===== src/rtl/out_wrapper.sv =====
// -----------------------------------------------------------------------------
// out_wrapper
//   Two-entry output FIFO between the floating-point multiplier and an
//   external consumer. Products are pushed on a valid/ready handshake and
//   popped on a valid/ack handshake. A wrapping counter reports how many
//   words have been delivered since reset.
//
// Optional feature (macro OUT_WRAPPER_FLAGS_EN):
//   Adds the outFlags output = {isNaN, isInf, isZero}. The flags are
//   classified from resBus at push time, stored with each entry and presented
//   together with outBus. Without the macro the port and its storage are absent.
//
// Ports
//   clk       : clock, all state changes on the rising edge
//   rst       : synchronous active-high reset
//   resBus    : IEEE-754 single-precision product from the multiplier
//   resValid  : resBus qualifier
//   resReady  : wrapper can accept a product this cycle (registered state only)
//   outBus    : oldest buffered product, 0 while outValid=0
//   outValid  : outBus qualifier
//   outAck    : consumer takes outBus this cycle
//   sentCount : words delivered since reset, wraps at 2^CNT_W
//   outFlags  : {isNaN, isInf, isZero} of outBus (OUT_WRAPPER_FLAGS_EN only)
// -----------------------------------------------------------------------------
module out_wrapper #(
    parameter int CNT_W = 16
) (
    input  logic             clk,
    input  logic             rst,
    input  logic [31:0]      resBus,
    input  logic             resValid,
    output logic             resReady,
    output logic [31:0]      outBus,
    output logic             outValid,
    input  logic             outAck,
    output logic [CNT_W-1:0] sentCount
`ifdef OUT_WRAPPER_FLAGS_EN
    ,
    output logic [2:0]       outFlags
`endif
);

    // Occupancy encoding
    localparam logic [1:0] S_EMPTY = 2'd0;
    localparam logic [1:0] S_ONE   = 2'd1;
    localparam logic [1:0] S_FULL  = 2'd2;

    localparam logic [CNT_W-1:0] CNT_ONE = {{(CNT_W-1){1'b0}}, 1'b1};

    logic [1:0]       r_state;
    logic [31:0]      r_head;
    logic [31:0]      r_tail;
    logic [CNT_W-1:0] r_count;

    logic w_push;
    logic w_pop;

    // Handshake flags depend only on registered occupancy, so resReady never
    // combinationally depends on outAck.
    assign resReady  = (r_state != S_FULL);
    assign outValid  = (r_state != S_EMPTY);
    assign outBus    = outValid ? r_head : 32'd0;
    assign sentCount = r_count;

    assign w_push = resValid & resReady;
    assign w_pop  = outValid & outAck;

    always_ff @(posedge clk) begin
        if (rst) begin
            r_state <= S_EMPTY;
            r_head  <= 32'd0;
            r_tail  <= 32'd0;
            r_count <= '0;
        end else begin
            if (w_pop) begin
                r_count <= r_count + CNT_ONE;
            end
            case (r_state)
                S_EMPTY: begin
                    if (w_push) begin
                        r_head  <= resBus;
                        r_state <= S_ONE;
                    end
                end
                S_ONE: begin
                    if (w_push && w_pop) begin
                        // Old head leaves while the new word takes its place.
                        r_head <= resBus;
                    end else if (w_push) begin
                        r_tail  <= resBus;
                        r_state <= S_FULL;
                    end else if (w_pop) begin
                        r_state <= S_EMPTY;
                    end
                end
                S_FULL: begin
                    // No push is possible here because resReady is low.
                    if (w_pop) begin
                        r_head  <= r_tail;
                        r_state <= S_ONE;
                    end
                end
                default: begin
                    // Unreachable encoding: recover to a clean empty FIFO.
                    r_state <= S_EMPTY;
                end
            endcase
        end
    end

`ifdef OUT_WRAPPER_FLAGS_EN
    logic [7:0]  w_exp;
    logic [22:0] w_man;
    logic [2:0]  w_in_flags;
    logic [2:0]  r_head_flags;
    logic [2:0]  r_tail_flags;

    // Sign bit is ignored for the classification.
    assign w_exp = resBus[30:23];
    assign w_man = resBus[22:0];
    assign w_in_flags = {
        (w_exp == 8'hFF) && (w_man != 23'd0),
        (w_exp == 8'hFF) && (w_man == 23'd0),
        (w_exp == 8'h00) && (w_man == 23'd0)
    };

    assign outFlags = outValid ? r_head_flags : 3'b000;

    // Flag storage follows exactly the same moves as the data registers.
    always_ff @(posedge clk) begin
        if (rst) begin
            r_head_flags <= 3'b000;
            r_tail_flags <= 3'b000;
        end else begin
            case (r_state)
                S_EMPTY: begin
                    if (w_push) begin
                        r_head_flags <= w_in_flags;
                    end
                end
                S_ONE: begin
                    if (w_push && w_pop) begin
                        r_head_flags <= w_in_flags;
                    end else if (w_push) begin
                        r_tail_flags <= w_in_flags;
                    end
                end
                S_FULL: begin
                    if (w_pop) begin
                        r_head_flags <= r_tail_flags;
                    end
                end
                default: begin
                    r_head_flags <= r_head_flags;
                end
            endcase
        end
    end
`endif

endmodule


===== config.mk =====
export PLATFORM = sky130hd
export DESIGN_NAME = out_wrapper
export DESIGN_NICKNAME = d
export VERILOG_FILES = /design/src/rtl/out_wrapper.sv
export SDC_FILE = /design/constraint.sdc
export NUM_CORES = 1
export LEC_CHECK = 0
export ABC_AREA = 0
export CORE_MARGIN = 3
export CORE_UTILIZATION = 44
export DETAILED_ROUTE_END_ITERATION = 10
export GPL_TIMING_DRIVEN = 0
export PLACE_DENSITY = 0.74
export SLEW_MARGIN = 10
export SYNTH_ARGS = -nofsm -noshare
export SYNTH_HDL_FRONTEND = slang
export SYNTH_SLANG_ARGS = --single-unit

===== constraint.sdc =====
create_clock -name clk -period 2.45 [get_ports clk]
set_input_delay 0.49 -clock clk [delete_from_list [all_inputs] [get_ports clk]]
set_output_delay 0.49 -clock clk [all_outputs]
set_load 0.01 [all_outputs]

After elaboration in Yosys (flattened, before gate mapping)
Cells that the tools add are included.
{ "classes": {"reduce_logical": 7, "mux": 11, "n_bitwise": 3, "add_sub_neg": 1, "n_eq_ne": 8} }
{ "op_table": {"columns": ["op", "count"], "rows": [
  ["$mux 32", 4],
  ["$pmux 32 s3", 1],
  ["$add 16x1->16 const B", 1],
  ["$mux 2", 5],
  ["$ne 2x2->1 const B", 5],
  ["$reduce_and 4->1", 2],
  ["$pmux 2 s3", 1],
  ["$ne 3x3->1 const B", 1],
  ["$reduce_and 3->1", 1],
  ["$reduce_bool 3->1", 1],
  ["$and 1x1->1", 2],
  ["$eq 2x1->1 const B", 1],
  ["$eq 2x2->1 const B", 1],
  ["$logic_not 2->1", 1],
  ["$reduce_bool 2->1", 1],
  ["$logic_and 1x1->1", 1],
  ["$not 1->1", 1]
]} }
{ "totals": {"inputBits": 36, "ff_bits": 82, "out_inout_bits": 50, "wordCells": 34} }

Depth between registers and ports, before layout
{ "logic_depth": {"word_depth": 6, "ltp_mapped": 7, "mapped_depth_nobuf": 5} }

Worst setup path before layout
No wires, ideal clock.
{ "synth_timing": {"kind": "register to output", "from": "register r_state[1]", "to": "output outBus[22]", "required_ns": 1.960, "setup_slack_ns": 0.729, "stages_incl_launch_ff": 6, "t_arrival_ns": 1.231, "n_path_buf": 3, "cell_sequence": "dfxtp_1 > buf_2 > or2_2 > clkbuf_1 > clkbuf_1 > and2_1"} }
{ "synth_via": {"elab_chain_len": 2} }
{ "synth_lines": {"columns": ["element", "line", "source"], "rows": [
  ["start, declared", "50", "logic [1:0] r_state;"],
  ["start signal, assigned", "70", "r_state <= S_EMPTY;"],
  ["start signal, assigned", "82", "r_state <= S_ONE;"],
  ["start signal, assigned", "91", "r_state <= S_FULL;"],
  ["$reduce_bool 2->1", "61", "assign outValid = (r_state != S_EMPTY);"],
  ["named net outValid", "34", "output logic outValid,"],
  ["$mux 32", "62", "assign outBus = outValid ? r_head : 32'd0;"],
  ["end, declared", "33", "output logic [31:0] outBus,"]
]} }
The timed path passes the listed nets, and every way through them passes these cells.

Worst setup path after layout
{ "layout_timing": {"from": "register r_state[1]", "to": "output outBus[10]"} }
{ "layout_via": {"elab_chain_len": 2} }
{ "layout_lines": {"columns": ["element", "line"], "rows": [
  ["$reduce_bool 2->1", "61"],
  ["$mux 32", "62"]
]} }
Every way passes these cells.

==> out/summary.md <==
Cells and area
- **final antenna diode count** 0
- **synthesis-to-finish area growth** 36.4%
- **Core Util, Final** 62.4%
- **fill count** 700
- **Final #Nets** 547
- **Finished Layout Cells** 616
- **share of layout cells above drive strength 1** 6.42%

Routing
- **count of nets left with antenna violations after detail routing** 0
- **post-DR wirelength/cell** 13.2 µm
- **iteration-0 DRC count of the detailed router** 98
- **number of detailed-routing iterations run before antenna repair** 4
- **DR vias** 3102
- **DRC violation count after routing** 0
- **final WL** 8130 µm
- **drt via density** 5.04

Floorplanning
- **top-level I/O count** 86
- **Die Width** 96.1 µm
- **initial core utilization** 45.8%
- **core region area** 7810 µm²
- **Vert. Die Dim** 96.1 µm
- **Die Outline Area** 9240 µm²
- **cell row count** 32

Synth
- **share of the yosys chip area belonging to registers** 45.9%
- **most common cell in the synthesized netlist** dfxtp_1
- **synth top area cells** dfxtp_1 46%, mux2i_1 9.5%, nand2_1 7.2%
- **Post-Syn Area per Cell** 8.59 µm²
- **area leader, netlist** dfxtp_1
- **predominant post-synthesis flop cell** dfxtp_1
- **Synthesized Nets** 453
- **synth cell count leaders** 82 x dfxtp_1, 69 x nand2_1, 47 x nor2_1, 38 x a21oi_1, 34 x mux2i_1
- **share of synthesized registers carrying an async set or reset** 0%
- **number of cells produced by synthesis** 416
- **synthesis-stage register bit count** 82
- **count of distinct cell types in the synthesized netlist** 39
- **fraction of synthesized cell area taken by the top area cell type** 45.9%
- **total of warnings raised by yosys** 0
- **cell area after synthesis** 3570 µm²
- **EDFF count, synth** 0

Clocking
- **clock transition at the registers of the reported paths** 0.08 ns
- **total CTS buffers** 9
- **Sinks on Clock Net** 82
- **Worst-Skew Late Latency** 0.35 ns
- **clock tree from TritonCTS** yes
- **CTS Root Buffer Type** clkbuf_8
- **post-CTS setup-driven buffer insertion count** 0
- **maximum level of the CTS H-tree** 3
- **maximum clock insertion buffer count** 2

Worst setup path
- **data required time at the worst endpoint** 1.96 ns
- **path type of the worst setup path** flop to output port
- **Worst Setup Start Kind** flop
- **Arrival @ worst endpoint** 1.90 ns
- **largest driver fanout on the critical path** 10
- **crit path capture type** output port

Global routing
- **overall overflow remaining after global route** 0
- **antenna violations before repair** 0
- **wire length of the first global-routing pass** 12900 µm
- **largest net degree at the start of global routing** 14
- **GRT Total Usage** 17.9%
- **number of global-route vias before repair** 2757

Place
- **Final HPWL DP** 5810 µm
- **Port Buffer Count** 84
- **worst slack at placement** -0.165 ns
- **post-placement cell count** 602
- **RePlAce Congestion** 0.765

Pwr
- **leakage power** 2.41 nW
- **Pwr Total** 0.00302 W
- **PD cells** 620 nW/µm²
- **maximum vdd drop** 0.304 mV

STA
- **Setup Total Neg Slack** 0 ns
- **maximum operating frequency** 419 MHz
- **smallest setup slack after layout** 0.0610 ns
- **worst-case clock skew** 0.0110 ns
- **Final Setup Violations** 0
- **Tmin final** 2.39 ns
- **number of slew-limit violations in the final report** 0
- **Final Hold Vio Count** 0
- **final cycle utilization of the critical path** 97.5%
- **transition time at the pin with the least slew margin** 0.481 ns
- **Max-Slew Margin vs Limit** 67.9%

Job
- **# Max-Cap Violations** 0

Hold path
- **path type of the worst min-delay path** primary input to flop

Run status
- **outcome** complete, no violations

[area by class of cell]
type	count	area, µm²	area share, %
multi-input combinational	300	1780	36.5
sequential	82	1640	33.7
timing repair buffer	84	908	18.6
buffer	32	174	3.57
clock buffer	11	141	2.90
tap	102	128	2.62
clock inverter	4	98.8	2.03
inverter	1	3.75	0.0770
[critical path, stage by stage (launching register included)]
cell             delay (ns)
dfxtp_1                0.30
clkbuf_4               0.17
or2_4                  0.28
clkbuf_4               0.18
and2_1                 0.16
clkdlybuf4s50_1        0.47
[sequential cells by signal, summed over array words and instances (netlist names)]
signal and count:
r_head 32, r_tail 32, r_state 2, sentCount 16
[cell usage in the layout (no fill, tap or decap), types with 2 or more instances in the layout]
cell type        instances
a211oi_1                32
a21oi_1                 38
and2_1                  32
buf_2                    5
buf_6                    2
bufinv_16                3
clkbuf_1                18
clkbuf_4                 5
clkbuf_8                11
clkdlybuf4s50_1         57
dfxtp_1                 82
dlymetal6s2s_1          27
mux2i_1                 34
nand2_1                 69
nand3_1                  6
nor2_1                  47
nor3_1                   2
nor4_1                   2
o21ai_0                  4
or3_1                    4
xnor2_1                  5
xor2_1                   5
[cell families (layout without fill, tap and decap cells)]
logic type               Yosys count  in the layout  synth area share (%)
buffers and inverters             34            132                  4.37
flip-flops                        82             82                  45.9
AND/OR/NAND/NOR                  174            174                  22.9
AO/OA/AOI/OAI                     81             81                  14.5
XOR/XNOR                          10             10                  2.45
adder cells (fa/ha/maj)            1              1                 0.350
multiplexers                      34             34                  9.52
[power by group]
group / leakage, nW / internal (W) / switching [W] / total [W]
Clock: 0.120 / 0.000704 / 0.000476 / 0.00118
Combinational: 1.62 / 0.000203 / 0.000203 / 0.000406
Sequential: 0.671 / 0.00140 / 0.0000326 / 0.00144
Total: 2.41 / 0.00231 / 0.000711 / 0.00302
[final timing paths]
path | startpoint | end | depth (start not counted) | slack (ns)
hold reg to reg | r_tail[0] | r_tail[0] | 2 | 0.45
setup / recovery | r_state[1] | outBus[10] | 5 | 0.06
setup reg to reg | r_state[1] | r_head[2] | 6 | 0.61
hold / removal | rst | r_head[30] | 2 | 0.36
[per-stage QoR]
step | hold WS, ns | area [µm²]
4_1_cts | 0.354 | 4800
3_5_place_dp | 0.445 | 4540
5_1_grt | 0.369 | 4870
3_3_place_gp | 0.440 | 4540
2_1_floorplan | 0.433 | 3570
6_report | 0.364 | 4870
[per-layer routing]
layer / up-vias / part of all wire [%] / GRT usage, % / wire (µm)
li1: 1605 / - / - / -
met1: 1426 / 46 / 22.8 / 3720
met2: 61 / 48 / 30.2 / 3910
met3: 10 / 4.8 / 3.44 / 391
met4: 0 / 1.3 / 6.40 / 109
met5: - / 0 / 0 / 0
[timing repair]
action / CTS / global route
gates cloned: 0 / 0
resized for setup: 10 / 30
setup endpoints to repair: 34 / 29
hold buffers: 0 / 0
No activity file was read; power rests on OpenSTA's default activity.
